==> config.mk <==
export PLATFORM = sky130hd
export DESIGN_NAME = oam_dma
export DESIGN_NICKNAME = d
export VERILOG_FILES = /design/src/rtl/oam_dma_pkg.sv /design/src/rtl/oam_dma.sv
export SDC_FILE = /design/constraint.sdc
export NUM_CORES = 1
export LEC_CHECK = 0
export ABC_AREA = 1
export CORE_ASPECT_RATIO = 1.25
export CORE_MARGIN = 4
export CORE_UTILIZATION = 38
export DETAILED_ROUTE_END_ITERATION = 8
export HOLD_SLACK_MARGIN = 0.08
export PLACE_DENSITY_LB_ADDON = 0.3
export SYNTH_ARGS = -nofsm -noshare
export SYNTH_HDL_FRONTEND = slang
export SYNTH_SLANG_ARGS = --single-unit
==> constraint.sdc <==
create_clock -name clk -period 1.2 [get_ports clk]
set_input_delay 0.18 -clock clk [delete_from_list [all_inputs] [get_ports clk]]
set_output_delay 0.18 -clock clk [all_outputs]
set_load 0.03 [all_outputs]
==> src/rtl/oam_dma_pkg.sv <==
// Shared CPU bus definitions for the sprite DMA engine.
// DMA register/destination addresses and the DMA state encoding.
package oam_dma_pkg;

    localparam logic [15:0] DMA_REG_ADDR = 16'h4014;
    localparam logic [15:0] DEST_ADDR    = 16'h2004;

    typedef enum logic [2:0] {
        IDLE,
        HALT,
        ALIGN,
        READ,
        WRITE,
        RESTORE
    } dma_state_t;

    function automatic logic is_dma_trigger(
        input logic [15:0] addr,
        input logic        rw
    );
        return !rw && (addr == DMA_REG_ADDR);
    endfunction

endpackage

==> src/rtl/oam_dma.sv <==
// Sprite DMA: stalls the core and copies page {page,00..ff} to the OAM port.
// Define OAM_DMA_ALIGN_EN to insert the odd-cycle ALIGN slot after HALT.
module oam_dma
    import oam_dma_pkg::*;
(
    input  logic        clk,
    input  logic        rst_n,
    input  logic [15:0] cpu_addr,
    input  logic [7:0]  cpu_data_o,
    input  logic        cpu_rw,
    input  logic [7:0]  mem_rdata,
    output logic [15:0] bus_addr,
    output logic [7:0]  bus_data_o,
    output logic        bus_rw,
    output logic        cpu_ready,
    output logic        dma_active
);

    dma_state_t  state;
    logic [7:0]  page;
    logic [7:0]  idx;
    logic        trig;
    logic        halt_align;

    assign trig = is_dma_trigger(cpu_addr, cpu_rw);

`ifdef OAM_DMA_ALIGN_EN
    logic cyc_odd;

    always_ff @(posedge clk) begin
        if (!rst_n) begin
            cyc_odd <= 1'b0;
        end else begin
            cyc_odd <= ~cyc_odd;
        end
    end

    assign halt_align = cyc_odd;
`else
    assign halt_align = 1'b0;
`endif

    always_ff @(posedge clk) begin
        if (!rst_n) begin
            state      <= IDLE;
            page       <= 8'h00;
            idx        <= 8'h00;
            cpu_ready  <= 1'b1;
            dma_active <= 1'b0;
        end else begin
            unique case (state)
                IDLE: begin
                    if (trig) begin
                        page      <= cpu_data_o;
                        idx       <= 8'h00;
                        state     <= HALT;
                        cpu_ready <= 1'b0;
                    end
                end
                HALT: begin
                    // The core ignores ready on writes, so let them drain first.
                    if (!cpu_rw) begin
                        if (trig) begin
                            page <= cpu_data_o;
                        end
                    end else begin
                        state      <= halt_align ? ALIGN : READ;
                        dma_active <= 1'b1;
                    end
                end
                ALIGN: begin
                    state <= READ;
                end
                READ: begin
                    state <= WRITE;
                end
                WRITE: begin
                    idx   <= idx + 8'd1;
                    state <= (idx == 8'hff) ? RESTORE : READ;
                end
                RESTORE: begin
                    state      <= IDLE;
                    cpu_ready  <= 1'b1;
                    dma_active <= 1'b0;
                end
                default: begin
                    state <= IDLE;
                end
            endcase
        end
    end

    // RESTORE re-presents the core address so its read data lands as ready rises.
    always_comb begin
        bus_addr   = cpu_addr;
        bus_data_o = cpu_data_o;
        bus_rw     = cpu_rw;
        unique case (state)
            ALIGN, RESTORE: begin
                bus_rw = 1'b1;
            end
            READ: begin
                bus_addr = {page, idx};
                bus_rw   = 1'b1;
            end
            WRITE: begin
                bus_addr   = DEST_ADDR;
                bus_rw     = 1'b0;
                bus_data_o = mem_rdata;
            end
            default: begin
            end
        endcase
    end

endmodule

-- Word-level counts from Yosys, hierarchy flattened
Index checks and enable logic that the tools add are counted.
- register bits after elaboration: 21
- logic and storage cells: 45
- output and inout port bits: 27
- reduce and logical (&&, ||, !) cells: 13
- $add $sub $neg: 1
- eq/ne operators: 10
- multiplexer cells: 16
- operator list (cell ; count):
    2-to-1 mux 8 bit ; 4
    one-hot mux 16 bit (2 select lines) ; 1
    one-hot mux 8 bit (2 select lines) ; 2
    equality test 16 x 15 -> 1 bit (second input constant) ; 1
    one-hot mux 3 bit (5 select lines) ; 1
    AND reduction 2 bit ; 5
    2-to-1 mux 3 bit ; 3
    adder 8 x 1 -> 8 bit (second input constant) ; 1
    equality test 8 bit (second input constant) ; 1
    nonzero test 2 bit ; 4
    equality test 3 x 2 -> 1 bit (second input constant) ; 2
    equality test 3 bit (second input constant) ; 2
    != test 2 bit (second input constant) ; 3
    one-hot mux 1 bit (2 select lines) ; 3
    equality test 3 x 1 -> 1 bit (second input constant) ; 1
    zero test 3 bit ; 1
    OR reduction 3 bit ; 1
    2-to-1 mux 1 bit ; 2
    logical AND 1 bit ; 1
    zero test 1 bit ; 1

-- Longest topological paths before layout
Gate-level depths: netlist of the first run.
- word-level depth: 5
- depth in mapped cells: 9
- gate-level depth less buffers: 8

-- Worst setup path before layout of the first run
Ideal clock, no wire load.
- path kind: reg-to-output
- from: register state[2]
- to: output bus_addr[11]
- path buffers: 1
- data required time: 1020 ps
- arrival time: 1607 ps
- cell stages (with the launch flop): 7
- setup slack: -587 ps
- cell sequence: dfxtp_1 inv_2 nand2_2 nor2_4 inv_1 buf_2 o21ai_0
- cells in the longest elaborated chain, start to end: 2
- elaborated cells between the ends (all ways): 3
- those cells by class: 2 x eq/ne; 1 x mux
- ends and longest elaborated chain (what ; RTL line ; source):
    from (decl) ; oam_dma.sv:19 ; dma_state_t state;
    from (signal assigned) ; oam_dma.sv:67 ; state <= halt_align ? ALIGN : READ;
    from (signal assigned) ; oam_dma.sv:79 ; state <= (idx == 8'hff) ? RESTORE : READ;
    equality test 3 bit / equality test 3 x 2 -> 1 bit (equally long branches) ; oam_dma.sv:98 ; unique case (state)
    one-hot mux 16 bit (2 select lines) * ; oam_dma.sv:98 ;
    to (decl) ; oam_dma.sv:12 ; output logic [15:0] bus_addr,
Every way passes the cells marked *; elsewhere a longest branch is shown, timed or not.

-- Worst setup path in the final report of the first run
- from: register state[0]
- to: output bus_addr[14]
Same word-level chain as after synthesis.

==> results list, run 1 <==
* Skew final: 0.002204 ns
* DRC marker count from the first detailed-route iteration: ~150
- The die is 63.11 µm wide.
- The first global-routing pass estimated 9542 µm of wire.
- Sum of internal, switching and leakage power: approximately 1.7 mW
- The detail route stage leaves a number of antenna-violating nets equal to 0.
- The worst setup path is of the flop to output pin kind.
- Across all hold checks on the routed design, the worst slack comes to 0.5008 ns.
- After synthesis, the most frequently instantiated cells are 65 x sky130_fd_sc_hd__nand2_1, 35 x sky130_fd_sc_hd__inv_1, 27 x sky130_fd_sc_hd__nor2_1.
* Req. time, crit path: 1.02 ns
- Cell taking the most area after synthesis: sky130_fd_sc_hd__dfxtp_1
* Post-route DRC: 0
- Part of the Yosys area used for sequential elements: 0.2914
- Of the post-synthesis cell area, the dominant cell type holds 0.2914.
- Power per cell area: 567.4 nW/µm²
- Cell chain of the critical path: inv_1, buf_4, nor2_4, inv_2, buf_4, o21ai_4, buf_6
* Post-cts hold buffer count: 0
- Synthesis inferred 21 register bits.
* IO Count: 62
* Aggregate global-route resource usage: 0.2448
* Worst-margin pin slew: between 0.4 and 0.5 ns
- STA classifies the critical path endpoint as an output pin.
* Cell with the most instances on the worst path: sky130_fd_sc_hd__buf_4
- Pin count of the biggest net entering global routing: 12
* Top cells by area in the synthesized netlist: sky130_fd_sc_hd__dfxtp_1 29%, sky130_fd_sc_hd__nand2_1 17%, sky130_fd_sc_hd__inv_1 9.1%
- Final Hold Fails: 0
- Die Y-Extent: between 70 and 80 µm
* Maximum number of buffers from clock root to sink: 2
- After synthesis the cells add up to 1443 µm².
- Count of buffers inserted at the top-level ports: ~60
- Number of synthesized flops with an enable pin: 0
- The cell sitting at the root of the clock tree is a sky130_fd_sc_hd__clkbuf_8.
- The pre-antenna-repair detailed-routing pass consisted of 4 iterations.
* Finished Layout Cells: 376
* Number of endpoints failing setup at the final stage: 45
- Summed over all cells, the static leakage comes to approximately 1.3 nW.
- Headroom to the max-slew limit came out at 0.7064.
- In the synthesized netlist, the number of instances is 230.
- CTS saw 21 sinks.
- Worst IR Drop VDD: 0.0004664 V
- After layout, the worst setup slack is -0.5990 ns.
* Number of synthesis warnings: 0
- Syn Nets: 266
- The largest single stage delay on the critical path is 0.36 ns.
- The final number of max-transition violations was 0.
- Routed WL per cell: 17.45 µm
- Of all flip-flops after synthesis, the portion carrying an async set or reset was 0.
- Synth unique cells: 28
* Initial cell density of the core: 0.4037
- In this run the standard cell core region covers 3573 µm².
* Result of the run: finished, violations left
- Subtracting the final worst setup slack from the clock period gives 1.799 ns.
- ANT cells: 0
- Detailed-route via count: between 2000 and 2500
- At the placement stage, the worst setup path has a slack of -0.5457 ns.
- The worst setup path is launched from a flop.
* Average via count per standard cell: 5.418
- Max H-tree Level: 1
* Estimated wirelength of the detail-placed design: 3728 µm
* Area growth, synth to finish: 107.7%
- TritonCTS built the clock tree.
- Type of the most critical hold path: flop to flop
- The slowest stage of the critical path belongs to the cell sky130_fd_sc_hd__dfxtp_2.
- The checks that failed: setup timing.
- Crit path max fanout: 4
- After floorplanning, the core was divided into 24 placement rows.
* Final layout net count: around 370
* Top_reg_cell synth: sky130_fd_sc_hd__dfxtp_1
- Mean cell area of the mapped netlist: 6.272 µm²
* Number of stages on the worst hold path: 2
- After detailed routing, the total wire length is 6563 µm.
- Number of global-route vias before repair: 2095
* Max Clk Rate: 0.5559 GHz
* Share of layout cells above drive strength 1: 0.5519
* Setup repair after global routing missed its margin: yes
* Last weighted congestion value of the routability-driven placer: about 0.84
* Initial antenna violation count: 0
- Inst Count DP: 360
- Arrival time at the worst endpoint: 1.62 ns
* Top-count cell post-synth: sky130_fd_sc_hd__nand2_1
- Worst skew pair latency: 0.27 ns
- Clock-pin slew was measured on the worst setup and hold paths at 0.09 ns.
* Number of cells on the worst reg-to-reg path: 8
- Die Area: about 4900 µm²
- Max-cap violations in this run came to 0.
* GRT Residual Overflow: 0
- TritonCTS Buffers: 3
* Part of the cycle the worst path needs: 1.499
==> placed cells by master (no fill, tap or decap), drive strengths merged <==
master         count
o211ai             1
nand3             18
a21oi             11
or2                2
nor3               3
dlygate4sd2       10
a22oi              1
clkdlybuf4s15      4
o22ai              2
buf               75
inv               39
ha                 1
nand4              2
nor2              31
dfxtp             21
nand2             66
o21ai             17
a211oi             1
clkdlybuf4s50     17
o21bai             8
clkbuf             7
==> registers in the layout (all words and copies together) (netlist names) <==
| register | cells |
|---|---|
| dma_active | 1 |
| state | 3 |
| idx | 8 |
| cpu_ready | 1 |
| page | 8 |
==> worst max-delay path: cells and delay by family (launching register included) <==
family / cells / cell delay, ns
DFF: 1 / 0.36
AOI/OAI and AO/OA: 1 / 0.13
and+or+nand+nor: 1 / 0.20
buffers and inverters: 5 / 0.67
==> power breakdown <==
group,switching [mW],internal (mW)
Sequential,0.00000253,0.696
Combinational,0.254,0.249
Clock,0.264,0.238
Total,0.518,1.18
==> path summary, 6_finish.rpt <==
path / to / slack (ns) / start
setup reg to reg: idx[7] / -0.54 / state[1]
hold reg to reg: idx[1] / 0.50 / idx[1]
setup / recovery: bus_addr[14] / -0.60 / state[0]
hold / removal: idx[1] / 0.50 / idx[1]
==> final cells by class <==
cell class,count,area [µm²]
sequential,21,426.7
clock buffer,4,45.04
tap,39,48.80
inverter,39,146.4
fill,200,576.8
timing repair buffer,109,1030
multi-input combinational,164,1300
==> metrics by stage <==
stage | util | setup TNS (ns) | cell area [µm²]
detailed placement | 0.7174 | -15.09 | 2564
global route | 0.8386 | -21.53 | 2997
finish | 0.8386 | -19.38 | 2997
global placement | 0.7174 | -14.24 | 2564
CTS | 0.7983 | -15.55 | 2853
floorplan | - | -4.011 | 1703
==> layer usage <==
| layer | vias up | GRT usage | wire length [µm] |
|---|---|---|---|
| met1 | 960 | 0.2518 | 2361 |
| met3 | 32 | 0.04825 | 412 |
| met2 | 108 | 0.4593 | 3531 |
| met4 | 0 | 0.1236 | 258 |
| li1 | 937 | - | - |
| met5 | - | 0 | 0 |
==> timing repair <==
action,CTS,global route
setup endpoints to repair,45,46
buffers inserted,7,4
cloned,2,0
pin swaps,19,19
resized for setup,76,52
==> logic make-up (layout without fill, tap and decap cells) <==
family	count (synthesis)	after routing	synth area share
simple gates	121	122	0.3877
buf+inv	46	152	0.1422
compound gates	41	41	0.1700
flops	21	21	0.2914
fa+ha+maj	1	1	0.008672
Power figures use the tool's default switching activity.
==> run 2, diff against run 1 <==
CORE_UTILIZATION = 39   (was 38)
CTS_BUF_LIST = sky130_fd_sc_hd__clkbuf_2   (was not set)
SKIP_CTS_REPAIR_TIMING = 1   (was not set)
==> run 2 against run 1 <==
The run still ends with setup timing left. Critical path depth unchanged. Flip-flop and latch count is the same. Routed wire length decreased by 13%. Non-clock buffer count shrank 1. Power is 10% lower. Design area shrank 2.2%. Register-to-register slack gained 0.17 ns. Sequential share of layout area grew 0.41 points. Core utilization fell by 0.45 points. Sequential power is essentially flat. Combinational power about the same. Setup slack got worse by 0.16 ns. Critical path type unchanged. Largest cell class unchanged. Largest power group unchanged. Highest routed layer unchanged.
==> results list, run 2 (synthesis results as in run 1) <==
- The run finished, with violations left.
- The final reports fail on setup timing.
- Leaving out fill and tap cells, the most frequent cells in the layout are 46 x sky130_fd_sc_hd__buf_4, 41 x sky130_fd_sc_hd__nand2_1, 31 x sky130_fd_sc_hd__inv_1, 24 x sky130_fd_sc_hd__buf_6, 22 x sky130_fd_sc_hd__nor2_1.
- Setup TNS: -21.00 ns
- Max-Cap Viols: 0
- Final layout net count: 373
- VDD sags by at most 0.0004475 V.
- IO Count: 62
- The cell sitting at the root of the clock tree is a sky130_fd_sc_hd__clkbuf_2.
* Worst skew pair latency: 0.35 ns
- Detailed-route via count: 1918
* Min cycle time layout: approximately 2.0 ns
- After clock tree synthesis, the clock-pin slew on the worst setup and hold paths is 0.21 ns.
- Pin count of the biggest net entering global routing: 17
* CP max stage delay: 0.39 ns
* ANT cells: 0
* Aggregate global-route resource usage: 0.1981
- P_sw: 492.3 µW
- Power per cell area: 521.9 nW/µm²
- The detailed router finished its first iteration with 116 violations.
- Clock tree synthesis inserted a total of 3 buffers.
* Number of stages on the worst hold path: 6
- Req. time, crit path: roughly 1.0 ns
- Headroom to the max-slew limit came out at 0.6845.
- The path with the worst hold slack has its endpoint at dma_active.
- Number of filler instances in the final layout: approximately 210
- Setup violations remaining at the end of the flow were counted as 37.
* Slew Viols, Final: 0
* Area growth, synth to finish: 103.1%
- R2R Path End: idx[7]
- At the end of routability-driven placement, the weighted congestion stood at 0.8672.
* Setup repair after global routing missed its margin: yes
- Leak: roughly 1.4 nW
- In this run the tool buffered the top-level ports with 61 buffer cells.
* Final wirelength: 5736 µm
* Die outline width: 62.40 µm
* Path type of the worst setup path: flop to output pin
* Fin area: 2930 µm²
- Power share of the clock group: 0.213
- Row generation in the floorplan step produced 24 rows.
* Die Y-Extent: 76 µm
- Setup slack on the worst reg-to-reg path comes out at -0.37 ns.
- Area of the multi-input gates: 1217 µm²
- For this run, the detailed router's first-pass iteration total came to 4.
- Max Clk Rate: 0.5097 GHz
- The critical path crosses 7 cells after its start point.
- For the worst setup path, the data arrival time is 1.78 ns.
* Crit path max fanout: 5
- Core area: 3513 µm²
* Type of destination of the critical path: output pin
* Skew final: about 0.020 ns
* Worst path slowest cell: sky130_fd_sc_hd__dfxtp_2
- Clk sinks: 21
* Maximum number of buffers from clock root to sink: 2
* Routed WL per cell: between 15 and 20 µm
- Of the total power, the share spent switching nets is 0.3219.
- In the final layout, flip-flops and latches occupy 429.2 µm².
- The number of antenna violations at the first check in global routing was 0.
* Number of global-route vias before repair: 1758
- Launch instance of the worst min-delay path: cpu_rw
- In the final layout, the registers with the most flip-flops are idx: 8 flops, page: 8 flops, state: 3 flops.
* Cell with the most instances on the worst path: sky130_fd_sc_hd__buf_4
* Estimated wirelength of the detail-placed design: 3909 µm
- Part of the total power dissipated in combinational logic: 0.331
- Average via count per standard cell: 5.115
* Startpoint type of the worst setup path: flop
- CTS built an H-tree with a depth of 1.
- Type of the most critical hold path: primary input to flop
* Wire length of the first global-routing pass: a little under 8000 µm
- The die covers 4742 µm².
- After global routing the overflow that remains totals 0.
* Initial cell density of the core: 0.4106
- Power Internal: 1.037 mW
- Worst-case setup margin in the final layout: -0.7620 ns
- Worst-margin pin slew: 0.4728 ns
- Area post-placement: 2536 µm²
* Buf+Inv Stages, Crit Path: 3
- Most common cell after layout, fill and taps aside: sky130_fd_sc_hd__buf_4
- Clock tree from TritonCTS: built
* Part of the total power dissipated in sequential elements: 0.456
- Cell chain of the critical path: or2_4, nor2_4, buf_4, buf_4, nand2_1, nand2_4, buf_4
- The hold violation total from the final report is 0.
- Post-route DRC: 0
- Part of the cycle the worst path needs: 1.635
- Worst R2R Start: state[0]
- On the critical path the largest part of the delay comes from simple AND/OR/NAND/NOR gates.
* Share of layout cells above drive strength 1: 0.4762
* Number of cells on the worst reg-to-reg path: 7
* Antenna Violating Nets Remaining: 0
[run 2: cell types whose count changed in the layout (fill, tap and decap cells not counted), sizes merged]
cell,delta
clkbuf,-4
dlymetal6s2s,+14
dlygate4sd2,-10
clkinv,+1
clkdlybuf4s15,-4
clkdlybuf4s50,+3
buf,-1
[run 2: per-layer routing]
metal / vias up / share of wire / wire (µm) / global-route usage
met2: 79 / 0.55 / 3132 / 0.3631
met3: 21 / 0.074 / 422 / 0.04425
met4: 0 / 0.028 / 161 / 0.06794
met1: 879 / 0.35 / 2019 / 0.2198
met5: - / 0 / 0 / 0
li1: 939 / - / - / -
[run 2: worst max path at each step]
stage	start	to	slack, ns
5_1_grt	state[0]	bus_addr[6]	-0.81
3_3_place_gp	cpu_addr[0]	idx[7]	-0.41
6_report	state[0]	bus_data_o[4]	-0.76
3_5_place_dp	cpu_addr[10]	page[1]	-0.49
2_1_floorplan	state[0]	bus_addr[2]	-0.27
4_1_cts	state[0]	bus_addr[2]	-0.75
[run 2: final cells by class]
type | count | area share
Multi-Input combinational cell | 164 | 0.4155
Clock buffer | 3 | 0.005124
Inverter | 39 | 0.05081
Tap cell | 39 | 0.01665
Sequential cell | 21 | 0.1465
Timing Repair Buffer | 108 | 0.3638
Clock inverter | 1 | 0.001708
[run 2: worst min-delay path, cell delays in order]
cell,delay [ns]
sky130_fd_sc_hd__dlymetal6s2s_1,0.14
sky130_fd_sc_hd__inv_1,0.07
sky130_fd_sc_hd__buf_4,0.11
sky130_fd_sc_hd__nor2_1,0.04
sky130_fd_sc_hd__a21oi_1,0.13
sky130_fd_sc_hd__nor2_1,0.05
[run 2: power by group through the flow]
stage	clock network, mW	registers (mW)	logic [mW]
2_1_floorplan	0	0.712	0.214
3_3_place_gp	0	0.712	0.457
3_5_place_dp	0	0.712	0.462
4_1_cts	0.320	0.699	0.463
5_1_grt	0.355	0.697	0.534
6_report	0.326	0.697	0.506
[run 2: metrics by stage]
stage / setup WS [ns] / util / hold WS (ns) / cells / total power, mW
finish: -0.7620 / 0.8340 / 0.3838 / 375 / 1.529
global route: -0.8136 / 0.8340 / 0.4188 / 375 / 1.586
CTS: -0.7548 / 0.7276 / 0.4439 / 364 / 1.482
detailed placement: -0.4901 / 0.7219 / 0.4492 / 360 / 1.174
global placement: -0.4112 / 0.7219 / 0.4419 / 360 / 1.169
floorplan: -0.2742 / - / 0.2642 / 230 / 0.9263
